File: config.mk
export PLATFORM = sky130hd
export DESIGN_NAME = instr_fetch_flat
export DESIGN_NICKNAME = d
export VERILOG_FILES = /design/src/rtl/fetch_pkg.sv /design/src/rtl/instr_fetch_if.sv /design/src/rtl/fetch_skid_buf.sv /design/src/rtl/instr_fetch.sv /design/src/flat_wrapper.sv
export SDC_FILE = /design/constraint.sdc
export NUM_CORES = 1
export LEC_CHECK = 0
export ABC_AREA = 1
export CAP_MARGIN = 20
export CELL_PAD_IN_SITES_DETAIL_PLACEMENT = 1
export CELL_PAD_IN_SITES_GLOBAL_PLACEMENT = 1
export CORE_AREA = 8 8 167 122
export CTS_CLUSTER_SIZE = 14
export DETAILED_ROUTE_END_ITERATION = 8
export DIE_AREA = 0 0 175 130
export PLACE_DENSITY_LB_ADDON = 0.1
export SKIP_CTS_REPAIR_TIMING = 1
export SLEW_MARGIN = 20
export SYNTH_ARGS = -nofsm -noshare
export SYNTH_HDL_FRONTEND = slang
export SYNTH_SLANG_ARGS = --single-unit
File: constraint.sdc
create_clock -name clk -period 5 [get_ports clk]
set_clock_uncertainty 0.15 [all_clocks]
set_input_delay 1.5 -clock clk [delete_from_list [all_inputs] [get_ports clk]]
set_output_delay 1.5 -clock clk [all_outputs]
set_load 0.02 [all_outputs]
File: src/rtl/fetch_pkg.sv
// ---------------------------------------------------------------------------
// fetch_pkg : shared widths, opcode constants and fetch FSM state type.
// Rev 1.0
// ---------------------------------------------------------------------------
`default_nettype none

package fetch_pkg;

    localparam int ARQ_DEF    = 16;
    localparam int ADDR_W_DEF = 13;

    localparam logic [2:0] OP_SET = 3'b000;
    localparam logic [2:0] OP_JEQ = 3'b101;
    localparam logic [2:0] OP_J   = 3'b110;
    localparam logic [2:0] OP_ADD = 3'b111;

    typedef enum logic [1:0] {
        BOOT = 2'd0,
        RUN  = 2'd1,
        HOLD = 2'd2
    } fetch_state_t;

    localparam logic [15:0] BUBBLE = 16'h0000;

endpackage

`default_nettype wire

File: src/rtl/instr_fetch_if.sv
// ---------------------------------------------------------------------------
// instr_fetch_if : synchronous instruction-memory read bus (1-cycle latency).
// Rev 1.0
// ---------------------------------------------------------------------------
`default_nettype none

interface instr_fetch_if
    import fetch_pkg::*;
#(
    parameter int ARQ    = ARQ_DEF,
    parameter int ADDR_W = ADDR_W_DEF
);
    logic              imem_en;
    logic [ADDR_W-1:0] imem_addr;
    logic [ARQ-1:0]    imem_rdata;

    modport master (output imem_en, output imem_addr, input  imem_rdata);
    modport slave  (input  imem_en, input  imem_addr, output imem_rdata);
endinterface

`default_nettype wire

File: src/rtl/fetch_skid_buf.sv
// ---------------------------------------------------------------------------
// fetch_skid_buf : one-entry {instr, pc} holding buffer for stalled responses.
// Rev 1.0
// ---------------------------------------------------------------------------
`default_nettype none

module fetch_skid_buf #(
    parameter int ARQ    = 16,
    parameter int ADDR_W = 13
) (
    input  logic              clk,
    input  logic              rst,
    input  logic              load,
    input  logic              unload,
    input  logic              flush,
    input  logic [ARQ-1:0]    in_instr,
    input  logic [ADDR_W-1:0] in_pc,
    output logic              full,
    output logic [ARQ-1:0]    out_instr,
    output logic [ADDR_W-1:0] out_pc
);

    // A simultaneous load and unload replaces the entry.
    always_ff @(posedge clk or posedge rst) begin
        if (rst) begin
            full      <= 1'b0;
            out_instr <= '0;
            out_pc    <= '0;
        end else if (flush) begin
            full <= 1'b0;
        end else if (load) begin
            full      <= 1'b1;
            out_instr <= in_instr;
            out_pc    <= in_pc;
        end else if (unload) begin
            full <= 1'b0;
        end
    end

endmodule

`default_nettype wire

File: src/rtl/instr_fetch.sv
// ---------------------------------------------------------------------------
// instr_fetch : PC owner and fetch stage with stall, redirect and skid buffer.
// Optional perf counters enabled by macro FETCH_PERF_EN.    Rev 1.0
// ---------------------------------------------------------------------------
`default_nettype none

module instr_fetch
    import fetch_pkg::*;
#(
    parameter int ARQ    = ARQ_DEF,
    parameter int ADDR_W = ADDR_W_DEF
) (
    input  logic              clk,
    input  logic              rst,
    input  logic              stall,
    input  logic              redirect,
    input  logic [ADDR_W-1:0] redirect_addr,
    instr_fetch_if.master     imem,
    output logic [ARQ-1:0]    instr_out,
    output logic              instr_valid,
    output logic [ADDR_W-1:0] pc_out,
    output logic [15:0]       fetch_count,
    output logic [15:0]       stall_count
);

    fetch_state_t      r_state;
    fetch_state_t      w_state_nxt;
    logic [ADDR_W-1:0] r_pc;
    logic              r_pend;
    logic [ADDR_W-1:0] r_pend_addr;
    logic              w_issue;
    logic [ADDR_W-1:0] w_issue_addr;
    logic              w_deliver;
    logic [ARQ-1:0]    w_dlv_instr;
    logic [ADDR_W-1:0] w_dlv_pc;
    logic              w_skid_full;
    logic              w_skid_load;
    logic              w_skid_unload;
    logic [ARQ-1:0]    w_skid_instr;
    logic [ADDR_W-1:0] w_skid_pc;

    always_comb begin
        w_state_nxt  = r_state;
        w_issue      = 1'b0;
        w_issue_addr = r_pc;
        case (r_state)
            BOOT:    w_state_nxt = RUN;
            RUN:     if (stall)  w_state_nxt = HOLD;
            HOLD:    if (!stall) w_state_nxt = RUN;
            default: w_state_nxt = BOOT;
        endcase
        if (redirect) begin
            w_state_nxt  = RUN;
            w_issue      = 1'b1;
            w_issue_addr = redirect_addr;
        end else if (r_state != BOOT && !stall) begin
            w_issue = 1'b1;
        end
    end

    // Skid entry is older than any pending response, so it always goes first.
    assign w_skid_load   = !redirect && r_pend && (stall || w_skid_full);
    assign w_skid_unload = !redirect && !stall && w_skid_full;
    assign w_deliver     = !redirect && !stall && (w_skid_full || r_pend);
    assign w_dlv_instr   = w_skid_full ? w_skid_instr : imem.imem_rdata;
    assign w_dlv_pc      = w_skid_full ? w_skid_pc    : r_pend_addr;

    assign imem.imem_en   = w_issue;
    assign imem.imem_addr = w_issue_addr;

    fetch_skid_buf #(
        .ARQ    (ARQ),
        .ADDR_W (ADDR_W)
    ) u_skid (
        .clk       (clk),
        .rst       (rst),
        .load      (w_skid_load),
        .unload    (w_skid_unload),
        .flush     (redirect),
        .in_instr  (imem.imem_rdata),
        .in_pc     (r_pend_addr),
        .full      (w_skid_full),
        .out_instr (w_skid_instr),
        .out_pc    (w_skid_pc)
    );

    always_ff @(posedge clk or posedge rst) begin
        if (rst) begin
            r_state     <= BOOT;
            r_pc        <= '0;
            r_pend      <= 1'b0;
            r_pend_addr <= '0;
            instr_out   <= ARQ'(BUBBLE);
            instr_valid <= 1'b0;
            pc_out      <= '0;
        end else begin
            r_state     <= w_state_nxt;
            r_pend      <= w_issue;
            r_pend_addr <= w_issue_addr;
            if (w_issue) begin
                r_pc <= w_issue_addr + ADDR_W'(1);
            end
            if (!stall) begin
                instr_valid <= w_deliver;
                if (w_deliver) begin
                    instr_out <= w_dlv_instr;
                    pc_out    <= w_dlv_pc;
                end
            end
        end
    end

`ifdef FETCH_PERF_EN
    logic [15:0] r_fetch_cnt;
    logic [15:0] r_stall_cnt;

    always_ff @(posedge clk or posedge rst) begin
        if (rst) begin
            r_fetch_cnt <= '0;
            r_stall_cnt <= '0;
        end else begin
            if (w_deliver && r_fetch_cnt != 16'hFFFF) begin
                r_fetch_cnt <= r_fetch_cnt + 16'd1;
            end
            if (stall && r_stall_cnt != 16'hFFFF) begin
                r_stall_cnt <= r_stall_cnt + 16'd1;
            end
        end
    end

    assign fetch_count = r_fetch_cnt;
    assign stall_count = r_stall_cnt;
`else
    assign fetch_count = 16'h0000;
    assign stall_count = 16'h0000;
`endif

endmodule

`default_nettype wire

File: src/flat_wrapper.sv
// flat-port wrapper written by rule: the top's interface ports become plain ports
module instr_fetch_flat import fetch_pkg::*;
#(
    parameter int ARQ    = ARQ_DEF,
    parameter int ADDR_W = ADDR_W_DEF
)
  (clk, rst, stall, redirect, redirect_addr, instr_out, instr_valid, pc_out, fetch_count, stall_count, imem_imem_en, imem_imem_addr, imem_imem_rdata);
  instr_fetch_if #(.ARQ(ARQ), .ADDR_W(ADDR_W)) imem_i ();
  input  logic clk;
  input  logic rst;
  input  logic stall;
  input  logic redirect;
  input  logic [ADDR_W-1:0] redirect_addr;
  output logic [ARQ-1:0] instr_out;
  output logic instr_valid;
  output logic [ADDR_W-1:0] pc_out;
  output logic [15:0] fetch_count;
  output logic [15:0] stall_count;
  output wire logic [$bits(imem_i.imem_en)-1:0] imem_imem_en;
  output wire logic [$bits(imem_i.imem_addr)-1:0] imem_imem_addr;
  input wire logic [$bits(imem_i.imem_rdata)-1:0] imem_imem_rdata;
  assign imem_imem_en = imem_i.imem_en;
  assign imem_imem_addr = imem_i.imem_addr;
  assign imem_i.imem_rdata = imem_imem_rdata;
  instr_fetch #(.ARQ(ARQ), .ADDR_W(ADDR_W)) u_core (.clk(clk), .rst(rst), .stall(stall), .redirect(redirect), .redirect_addr(redirect_addr), .imem(imem_i), .instr_out(instr_out), .instr_valid(instr_valid), .pc_out(pc_out), .fetch_count(fetch_count), .stall_count(stall_count));
endmodule
# Word level (Yosys, flattened, before mapping)
# Index checks and enable logic that the tools add are counted.
# word_totals
elab_cells,45
input_bits,33
ff_bits,89
out_inout_bits,76
# classes
eq_ne,4
bitwise_logic,2
n_reduce_logical,16
add_sub_neg,1
mux,12
# op_table
op,count
13-bit two-way mux,2
16-bit two-way mux,1
"13-bit by 1-bit adder with 13-bit output, second input constant",1
1-bit logical AND,6
2-bit two-way mux,3
"3-bit != test, second input constant",2
2-bit case mux with 3 select lines,1
2-bit AND reduction,3
1-bit two-way mux,5
3-bit nonzero test,1
"2-bit by 1-bit == test with 1-bit output, second input constant",1
"2-bit == test, second input constant",1
1-bit zero test,2
2-bit zero test,1
1-bit logical OR,2
1-bit NOT,2
2-bit nonzero test,1

# Longest topological paths before layout
# Gate-level depths: netlist (run 1).
# depth
ltp_word,6
mapped_depth,11
depth_no_buf,10

# By module
# Synthesis (run 1) repeated with hierarchy kept, for this count alone.
# unflattened
cells_unflattened,508
area_unflattened_um2,4256.6
# modules_own_cells
mod,seq_area_each_um2,n_inst,area_per_inst_um2,cells_each
instr_fetch,1476.4,1,3042.9,376
fetch_skid_buf,750.7,1,1213.7,132

# Worst setup path after synthesis (run 1)
# Ideal clock, no wire load.
# synth_timing
path_kind,input port to output port
from,in redirect
to,out imem_imem_addr[0]
path_stages,3
t_required_ps,3350
path_slack_ps,1136
path_buffers,2
arrival_time_ps,2214
path_cell_list,buf_6 > buf_8 > o21ai_1
# synth_via
elab_chain_cells,1
# synth_lines
element,line_no,source
start: declaration,flat_wrapper.sv:12,input logic redirect;
13-bit two-way mux,instr_fetch.sv:52,if (redirect) begin
end: declaration,flat_wrapper.sv:20,output wire logic [$bits(imem_i.imem_addr)-1:0] imem_imem_addr;
# No other way between the ends.

# Worst setup path after layout (run 1)
# layout_timing
from,in redirect
to,out imem_imem_en
# layout_via
elab_chain_cells,1
# layout_lines
element,line_no,source
1-bit two-way mux,instr_fetch.sv:52,
end: declaration,flat_wrapper.sv:19,output wire logic [$bits(imem_i.imem_en)-1:0] imem_imem_en;
# No other way between the ends.

==> impl_metrics.tcl, run 1 <==
set metrics [dict create \
    finalSetupTns_ps 0 \
    nets 560 \
    setup_viol 0 \
    max_stage_delay_ps 610 \
    die_h_um 130 \
    endpoint_kind "primary output" \
    yosysWarningCount 0 \
    gr-total-overflow 0 \
    synth_most_common_cell "nand2_1" \
    cp.arrival_ps 3140 \
    io_buffers 76 \
    synth_edf_count 0 \
    die_w_um 175 \
    cts_made_buffers 9 \
    start_util_pct 24.5 \
    synthDistinctLibCells 28 \
    status "complete, no violations" \
    syn_to_final_growth_pct 28.5 \
    grt.total_usage_pct 11.3 \
    place.gp.congestion 0.740 \
    slew_headroom_pct 34.7 \
    ir_drop_mv 0.135 \
    synth_area_mm2 0.00433 \
    clkSlewWorstSetupHoldPaths_ps 60 \
    cts-root-buf "clkbuf_16" \
    grt_pass1_vias 3574 \
    crit_slowest_cell "clkdlybuf4s50_1" \
    drv_cap 0 \
    drive_gt1_share_pct 17.2 \
    via_per_inst 4.12 \
    tightest_slew_ps 978 \
    hpwl_um 8460 \
    fp-row-count 41 \
    cp_cell_sequence "clkdlybuf4s50_1, buf_12, inv_8, nand2_1, o21ai_2, inv_2, clkdlybuf4s50_1" \
    io_pins 109 \
    synth_commonest_cells "nand2_1 (124), dfrtp_1 (89), nor2_1 (38)" \
    antenna_found_initial 0 \
    fill_cells 2066 \
    synthFlopType "dfrtp_1" \
    hold_path_class "register to register" \
    timing.final.crit_share_pct 95.8 \
    yosys.area.top_type "dfrtp_1" \
    grt_first_pass_wirelength_um 20200 \
    critPathMaxFanout 17 \
    clkLatencyLatePin_ps 340 \
    yosysTopAreaCellShare_pct 51.5 \
    hold_ws_ps 345 \
    post_dp_cell_area_mm2 0.00528 \
    p_leak_nw 2.56 \
    wl_per_cell_um 15.9 \
    first_pass_iters 4 \
    die-area_mm2 0.0228 \
    critical_path_class "input port to primary output" \
    cp_data_required_time_ps 3350 \
    cts_buffer_depth 2 \
    startpoint_type "input port" \
    coreArea_mm2 0.0177 \
    cts_tree "yes" \
    htree_levels 3 \
    drv_slew 0 \
    wl_um 12200 \
    syn_avg_cell_area_um2 9.81 \
    synth.area.top_cells "dfrtp_1 (51%), nand2_1 (11%), mux2_4 (10%)" \
    post-route-min-period_ps 4790 \
    drt_iter0_drc 142 \
    fmax_mhz 209 \
    diodes 0 \
    final_antenna_net_count 0 \
    ys_ff_latch 89 \
    p_per_area_mw_per_mm2 409 \
    hold_violations 0 \
    grt_max_degree 59 \
    cp_common_cell "clkdlybuf4s50_1" \
    ys_seq_area_share_pct 51.5 \
    grt_setup_unrepaired "false" \
    drc 0 \
    syn_inst 441 \
    vias 3157 \
    clock_sinks 89 \
    fin_area_mm2 0.00556 \
    ys_async_sr_fraction_pct 100 \
]
[logic make-up after synthesis]
kind of cell,share of synthesized area (%)
and+or+nand+nor,20.5
DFF,51.5
buffers and inverters,10.9
AOI/OAI and AO/OA,6.74
muxes,10.1
adders and majority gates,0.289
other,0.0866
[sequential cells by signal, indices dropped and copies added (netlist names)]
name	cells
u_core.instr_out	16
u_core.u_skid.out_instr	16
u_core.pc_out	13
u_core.r_pc	13
u_core.r_pend_addr	13
u_core.u_skid.out_pc	13
u_core.r_state	2
u_core.instr_valid	1
u_core.r_pend	1
u_core.u_skid.full	1
[per-stage QoR]
step | utilization, % | total power [W] | setup slack, ps | std cells
finish | 31.4 | 0.00228 | 209 | 766
global route | 31.4 | 0.00242 | 101 | 766
CTS | 31.4 | 0.00233 | 177 | 766
detailed placement | 29.9 | 0.00164 | 183 | 751
global placement | 29.7 | 0.00162 | 199 | 749
floorplan | - | 0.00137 | 1040 | 472
[worst paths after layout]
| path | startpoint | to | slack (ps) | cells past startpoint |
|---|---|---|---|---|
| worst max-delay path | redirect | imem_imem_en | 210 | 7 |
| worst min-delay path | u_core.r_pc[1] | u_core.r_pc[1] | 350 | 2 |
| worst max register to register | u_core.u_skid.full | u_core.instr_out[11] | 2720 | 5 |
| worst min register to register | u_core.r_pc[1] | u_core.r_pc[1] | 350 | 2 |
| max in group asynchronous | rst | u_core.instr_out[5] | 2470 | 3 |
| min in group asynchronous | rst | u_core.u_skid.out_instr[13] | 1420 | 2 |
[metal layers]
layer  routed length [µm]  GRT usage, %
met5                    0             0
met2                 5280          17.3
met1                 6130          15.2
met3                  607          3.32
met4                  135          3.13
[cell type report]
cell class                      instances  area (µm²)  share of cell area (%)
Timing Repair Buffer                   95         931                    16.7
Tap cell                              236         295                    5.31
Sequential cell                        89        2230                    40.0
Clock buffer                           12         236                    4.25
Clock inverter                          3        42.5                   0.765
Multi-Input combinational cell        311        1750                    31.4
Inverter                               20        85.1                    1.53
[worst max-delay path, delay by kind of cell]
kind | cells | cell delay, ps
compound gates | 1 | 80
buf+inv | 5 | 1430
simple gates | 1 | 120
[report_power, final]
group | internal (W) | total (W) | switching, W
sequential | 0.000870 | 0.000959 | 0.0000892
combinational | 0.000311 | 0.000651 | 0.000340
clock | 0.000385 | 0.000667 | 0.000282
total | 0.00157 | 0.00228 | 0.000711
[layout by cell type (no fill, tap or decap)]
master and instances:
a31oi_1 32, buf_12 1, buf_4 16, buf_8 2, bufinv_16 1, clkbuf_1 3
clkbuf_16 9, clkdlybuf4s50_1 76, clkinv_2 1, clkinvlp_4 1, conb_1 32, dfrtp_1 89
ha_1 1, inv_1 15, inv_2 3, inv_4 1, inv_8 1, mux2_4 29
nand2_1 124, nand2_2 12, nand2_4 5, nand3_1 15, nand4_1 3, nor2_1 38
nor2_2 4, nor2_4 2, nor3_1 1, o211ai_1 1, o211ai_4 1, o21ai_0 8
o21ai_1 1, o21ai_2 2
Power figures use the tool's default switching activity.
==> inputs of run 2 (changes only) <==
--- a/config.mk
+++ b/config.mk
@@ -5,14 +5,13 @@
 export SDC_FILE = /design/constraint.sdc
 export NUM_CORES = 1
 export LEC_CHECK = 0
-export ABC_AREA = 1
 export CAP_MARGIN = 20
 export CELL_PAD_IN_SITES_DETAIL_PLACEMENT = 1
 export CELL_PAD_IN_SITES_GLOBAL_PLACEMENT = 1
-export CORE_AREA = 8 8 167 122
+export CORE_AREA = 8 8 164 120
 export CTS_CLUSTER_SIZE = 14
 export DETAILED_ROUTE_END_ITERATION = 8
-export DIE_AREA = 0 0 175 130
+export DIE_AREA = 0 0 172 128
 export PLACE_DENSITY_LB_ADDON = 0.1
 export SKIP_CTS_REPAIR_TIMING = 1
 export SLEW_MARGIN = 20
==> run 2 against run 1 <==
Compared with the run above: global-route usage shrank 0.74 points; largest cell class unchanged; clock-buffer cell count up 2; die area down 3.2%; total power shrank 2.5%; flip-flop and latch count unchanged; via count down 12%.
==> impl_metrics.tcl, run 2 <==
set metrics [dict create \
    status "complete, no violations" \
    antenna_found_initial 0 \
    hold_violations 0 \
    via_per_inst 4.08 \
    critPathMaxFanout 26 \
    first_pass_iters 4 \
    min_path_cells 2 \
    start_util_pct 24.2 \
    setup_viol 0 \
    reg_top3 "u_core.instr_out x16, u_core.u_skid.out_instr x16" \
    yosysWarningCount 0 \
    grt_setup_unrepaired "false" \
    syn_avg_cell_area_um2 11.8 \
    io_buffers 76 \
    drt_iter0_drc 110 \
    die_w_um 172 \
    fp-row-count 41 \
    die-area_mm2 0.0220 \
    synthDistinctLibCells 42 \
    yosysTopAreaCellShare_pct 53.2 \
    cts_made_buffers 9 \
    drive_gt1_share_pct 18.3 \
    slew_headroom_pct 29.9 \
    grt_first_pass_wirelength_um 17700 \
    timing.final.crit_share_pct 97.1 \
    endpoint_kind "primary output" \
    yosys.area.top_type "dfrtp_1" \
    ys_async_sr_fraction_pct 100 \
    gr-total-overflow 0 \
    wl_um 11000 \
    coreArea_mm2 0.0173 \
    synth-xor-area-share_pct 1.25 \
    grt.total_usage_pct 10.5 \
    p_leak_nw 2.33 \
    final_cell_mix "dfrtp_1 (88), clkdlybuf4s50_1 (76), nand2_1 (49), mux2_2 (39)" \
    htree_levels 3 \
    clock_sinks 89 \
    die_h_um 128 \
    wl_per_cell_um 16.2 \
    synth_commonest_cells "dfrtp_1 (89), nand2_1 (49), mux2_2 (39)" \
    synth_compound_area_share_pct 8.87 \
    place.gp.congestion 0.720 \
    final_common_cell "dfrtp_1" \
    vias 2764 \
    drv_cap 0 \
    finalSetupTns_ps 0 \
    synth.area.top_cells "dfrtp_1 (53%), mux2_2 (10%), mux2i_1 (7.6%)" \
    p_per_area_mw_per_mm2 408 \
    synthFlopType "dfrtp_1" \
    clkLatencyLatePin_ps 340 \
    nets 471 \
    cp_data_required_time_ps 3350 \
    grt_max_degree 47 \
    post-route-min-period_ps 4850 \
    hold_path_class "register to register" \
    drc 0 \
    drv_slew 0 \
    fmax_mhz 206 \
    critical_path_class "input port to primary output" \
    ys_ff_latch 89 \
    cp.arrival_ps 3200 \
    synth_most_common_cell "dfrtp_1" \
    power_w 0.00222 \
    yosys.area_share.adder_pct 0.537 \
    cts_tree "yes" \
    synth.mux.area_fraction_pct 18.1 \
    synthSimpleGateAreaFrac_pct 9.35 \
    tightest_slew_ps 1050 \
    synth_area_mm2 0.00419 \
    grt_pass1_vias 3010 \
    syn_to_final_growth_pct 29.8 \
    clkSlewWorstSetupHoldPaths_ps 60 \
    hpwl_um 7800 \
    diodes 0 \
    synth_edf_count 0 \
    cts_buffer_depth 2 \
    io_pins 109 \
    synth_top_family_by_area "multiplexers" \
    ir_drop_mv 0.130 \
    startpoint_type "input port" \
    rr_worst_depth 3 \
    ys_seq_area_share_pct 53.2 \
    syn_inst 355 \
    cts-root-buf "clkbuf_16" \
    final_antenna_net_count 0 \
]
==> run 2: final timing paths <==
| kind | startpoint | endpoint | slack [ps] |
|---|---|---|---|
| setup reg to reg | u_core.u_skid.full | u_core.instr_out[4] | 2730 |
| max in group asynchronous | rst | u_core.u_skid.full | 2560 |
| hold / removal | u_core.instr_out[5] | u_core.instr_out[5] | 330 |
| hold reg to reg | u_core.instr_out[5] | u_core.instr_out[5] | 330 |
| min in group asynchronous | rst | u_core.instr_out[9] | 1440 |
| setup / recovery | redirect | imem_imem_addr[9] | 150 |
==> run 2: kinds of logic (layout without fill, tap and decap cells) <==
kind of cell / count (synthesis) / count (layout)
AOI/OAI and AO/OA: 58 / 58
xor gates and xnor gates: 6 / 6
adders and majority gates: 2 / 2
buffers and inverters: 55 / 111
DFF: 89 / 89
muxes: 71 / 71
other: 1 / 32
and+or+nand+nor: 73 / 73
==> run 2: layout make-up <==
cell class	instances	area, µm²
Clock buffer	14	264
Clock inverter	2	12.5
Fill cell	1967	11900
Inverter	6	25.0
Multi-Input combinational cell	242	1730
Sequential cell	89	2230
Tap cell	236	295
Timing Repair Buffer	89	883
==> run 2: critical path, stage by stage <==
cell and delay (ps):
clkdlybuf4s50_1 510, buf_12 190, mux2_2 420, clkdlybuf4s50_1 560
==> run 2: where the power goes <==
part	internal (W)	total, W	switching [W]	leakage [nW]
Combinational	0.000288	0.000583	0.000295	1.13
Clock	0.000364	0.000649	0.000285	0.133
Sequential	0.000875	0.000987	0.000113	1.07
==> run 2: metrics by stage <==
step / hold slack, ps / setup slack [ps] / cells / util [%] / cell area [µm²]
2_1_floorplan: 295 / 1040 / 386 / - / 4310
3_3_place_gp: 311 / 149 / 662 / 29.8 / 5160
3_5_place_dp: 328 / 146 / 662 / 29.8 / 5160
4_1_cts: 343 / 137 / 678 / 31.4 / 5440
5_1_grt: 355 / 100 / 678 / 31.4 / 5440
6_report: 332 / 147 / 678 / 31.4 / 5440
==> run 2: metal layers <==
metal  vias up  part of all wire [%]  global-route usage, %
met5         -                     0                      0
met1      1347                    51                   14.6
li1       1332                     -                      -
met3         8                   8.0                   4.92
met4         0                  0.76                   2.48
met2        77                    40                   14.3
==> inputs of run 3 (changes only) <==
--- a/config.mk
+++ b/config.mk
@@ -8,10 +8,10 @@
 export CAP_MARGIN = 20
 export CELL_PAD_IN_SITES_DETAIL_PLACEMENT = 1
 export CELL_PAD_IN_SITES_GLOBAL_PLACEMENT = 1
-export CORE_AREA = 8 8 164 120
+export CORE_AREA = 8 8 133 147
 export CTS_CLUSTER_SIZE = 14
 export DETAILED_ROUTE_END_ITERATION = 8
-export DIE_AREA = 0 0 172 128
+export DIE_AREA = 0 0 141 155
 export PLACE_DENSITY_LB_ADDON = 0.1
 export SKIP_CTS_REPAIR_TIMING = 1
 export SLEW_MARGIN = 20
==> run 3 against run 2 <==
Compared with the run above: sequential power decreased by 0.5%; worst setup slack better by 2.7 ps; routed wire length is 4.8% lower; flip-flop and latch count is the same; combinational power about the same; via count increased by 0.62%; core utilization up 0.28 points; clock power increased by 11%; clock-buffer cell count is 3 lower; final cell count rose by 0.44%; critical path depth unchanged; largest power group unchanged.
==> impl_metrics.tcl, run 3 (synthesis results as in run 2) <==
set metrics [dict create \
    clkLatencyLatePin_ps 340 \
    cp.arrival_ps 3200 \
    htree_levels 3 \
    cts_buffer_depth 2 \
    via_per_inst 4.08 \
    fmax_mhz 206 \
    cp_common_cell "clkdlybuf4s50_1" \
    p_per_area_mw_per_mm2 418 \
    vias 2781 \
    diodes 0 \
    syn_to_final_growth_pct 30.6 \
    cts_made_buffers 9 \
    cp.depth 4 \
    drv_cap 0 \
    die-area_mm2 0.0219 \
    rr_endpoint "u_core.instr_out[13]" \
    drv_slew 0 \
    clock_sinks 89 \
    status "complete, no violations" \
    grt_first_pass_wirelength_um 17400 \
    min_path_cells 2 \
    tightest_slew_ps 1030 \
    final_common_cell "dfrtp_1" \
    nets 472 \
    grt.total_usage_pct 10.2 \
    p_leak_nw 2.34 \
    first_pass_iters 4 \
    final_cell_mix "dfrtp_1 (88), clkdlybuf4s50_1 (76), nand2_1 (49), mux2_2 (39)" \
    clkSlewWorstSetupHoldPaths_ps 70 \
    antenna_found_initial 0 \
    crit_slowest_cell "clkdlybuf4s50_1" \
    drive_gt1_share_pct 18.7 \
    drt_iter0_drc 130 \
    io_buffers 76 \
    max_stage_delay_ps 550 \
    coreArea_mm2 0.0173 \
    cts-root-buf "clkbuf_16" \
    critical_path_class "input port to primary output" \
    grt_setup_unrepaired "false" \
    path_delay_family "buffers and inverters" \
    timing.final.crit_share_pct 97.0 \
    slew_headroom_pct 31.5 \
    grt_max_degree 59 \
    finalSetupTns_ps 0 \
    ir_drop_mv 0.164 \
    reg_top3 "u_core.instr_out x16, u_core.u_skid.out_instr x16" \
    cp_data_required_time_ps 3350 \
    rr_startpoint "u_core.u_skid.full" \
    path_buf_inv 3 \
    hold_violations 0 \
    hold_path_class "register to register" \
    critPathLaunch "redirect" \
    endpoint_kind "primary output" \
    startpoint_type "input port" \
    die_w_um 141 \
    drc 0 \
    grt_pass1_vias 3162 \
    rrSetupSlack_ps 2740 \
    power_w 0.00229 \
    hpwl_um 7550 \
    final_antenna_net_count 0 \
    critPathMaxFanout 29 \
    start_util_pct 24.2 \
    wl_per_cell_um 15.4 \
    rr_worst_depth 3 \
    post-route-min-period_ps 4850 \
    place.gp.congestion 0.689 \
    fp-row-count 51 \
    gr-total-overflow 0 \
    io_pins 109 \
    cts_tree "yes" \
    cp_cell_sequence "clkdlybuf4s50_1, buf_12, mux2_2, clkdlybuf4s50_1" \
    die_h_um 155 \
    cp-endpoint "imem_imem_addr[0]" \
    wl_um 10500 \
    setup_viol 0 \
]
==> run 3: cell types whose count changed in the layout (fill, tap and decap cells not counted) <==
cell / change
clkbuf_1: -1
bufinv_16: +2
buf_4: +2
clkinvlp_4: +1
buf_12: -1
clkbuf_8: -2
==> run 3: final cells by class <==
cell class,instances,area (µm²)
Tap cell,238,298
Sequential cell,89,2230
Inverter,6,25.0
Fill cell,1925,11800
Multi-Input combinational cell,242,1730
Clock inverter,5,80.1
Timing Repair Buffer,90,878
Clock buffer,11,233
==> run 3: tightest hold or removal path, cell delays in order, from the launching register on <==
cell and delay, ps:
dfrtp_1 340, nand2_1 50, o21ai_0 60
==> run 3: worst min path at each step <==
stage	startpoint	to	slack [ps]
2_1_floorplan	u_core.r_pc[12]	u_core.r_pc[12]	290
3_3_place_gp	u_core.instr_out[13]	u_core.instr_out[13]	310
3_5_place_dp	u_core.pc_out[1]	u_core.pc_out[1]	320
4_1_cts	u_core.instr_out[5]	u_core.instr_out[5]	330
5_1_grt	u_core.u_skid.out_instr[10]	u_core.u_skid.out_instr[10]	370
6_report	u_core.pc_out[1]	u_core.pc_out[1]	330
==> run 3: metal layers <==
metal | vias up | share of wire [%] | routed length, µm | global-route usage (%)
met5 | - | 0 | 0 | 0
li1 | 1339 | - | - | -
met2 | 69 | 46 | 4880 | 16.3
met1 | 1361 | 46 | 4860 | 12.4
met4 | 0 | 2.2 | 235 | 5.69
met3 | 12 | 4.9 | 513 | 2.30
==> run 3: report_power, final <==
group	internal, W	switching [W]	total, W
sequential	0.000875	0.000107	0.000982
clock	0.000438	0.000285	0.000722
combinational	0.000289	0.000293	0.000582
total	0.00160	0.000685	0.00229
==> run 3: stage by stage <==
step / std cells / setup WS (ps) / hold slack, ps / instance area [µm²] / util (%)
final: 681 / 149 / 326 / 5470 / 31.6
after global routing: 681 / 93.4 / 368 / 5470 / 31.6
after CTS: 681 / 131 / 334 / 5470 / 31.6
after detailed placement: 665 / 144 / 319 / 5160 / 29.8
after global placement: 665 / 158 / 312 / 5160 / 29.8
after floorplan: 386 / 1040 / 295 / 4310 / -
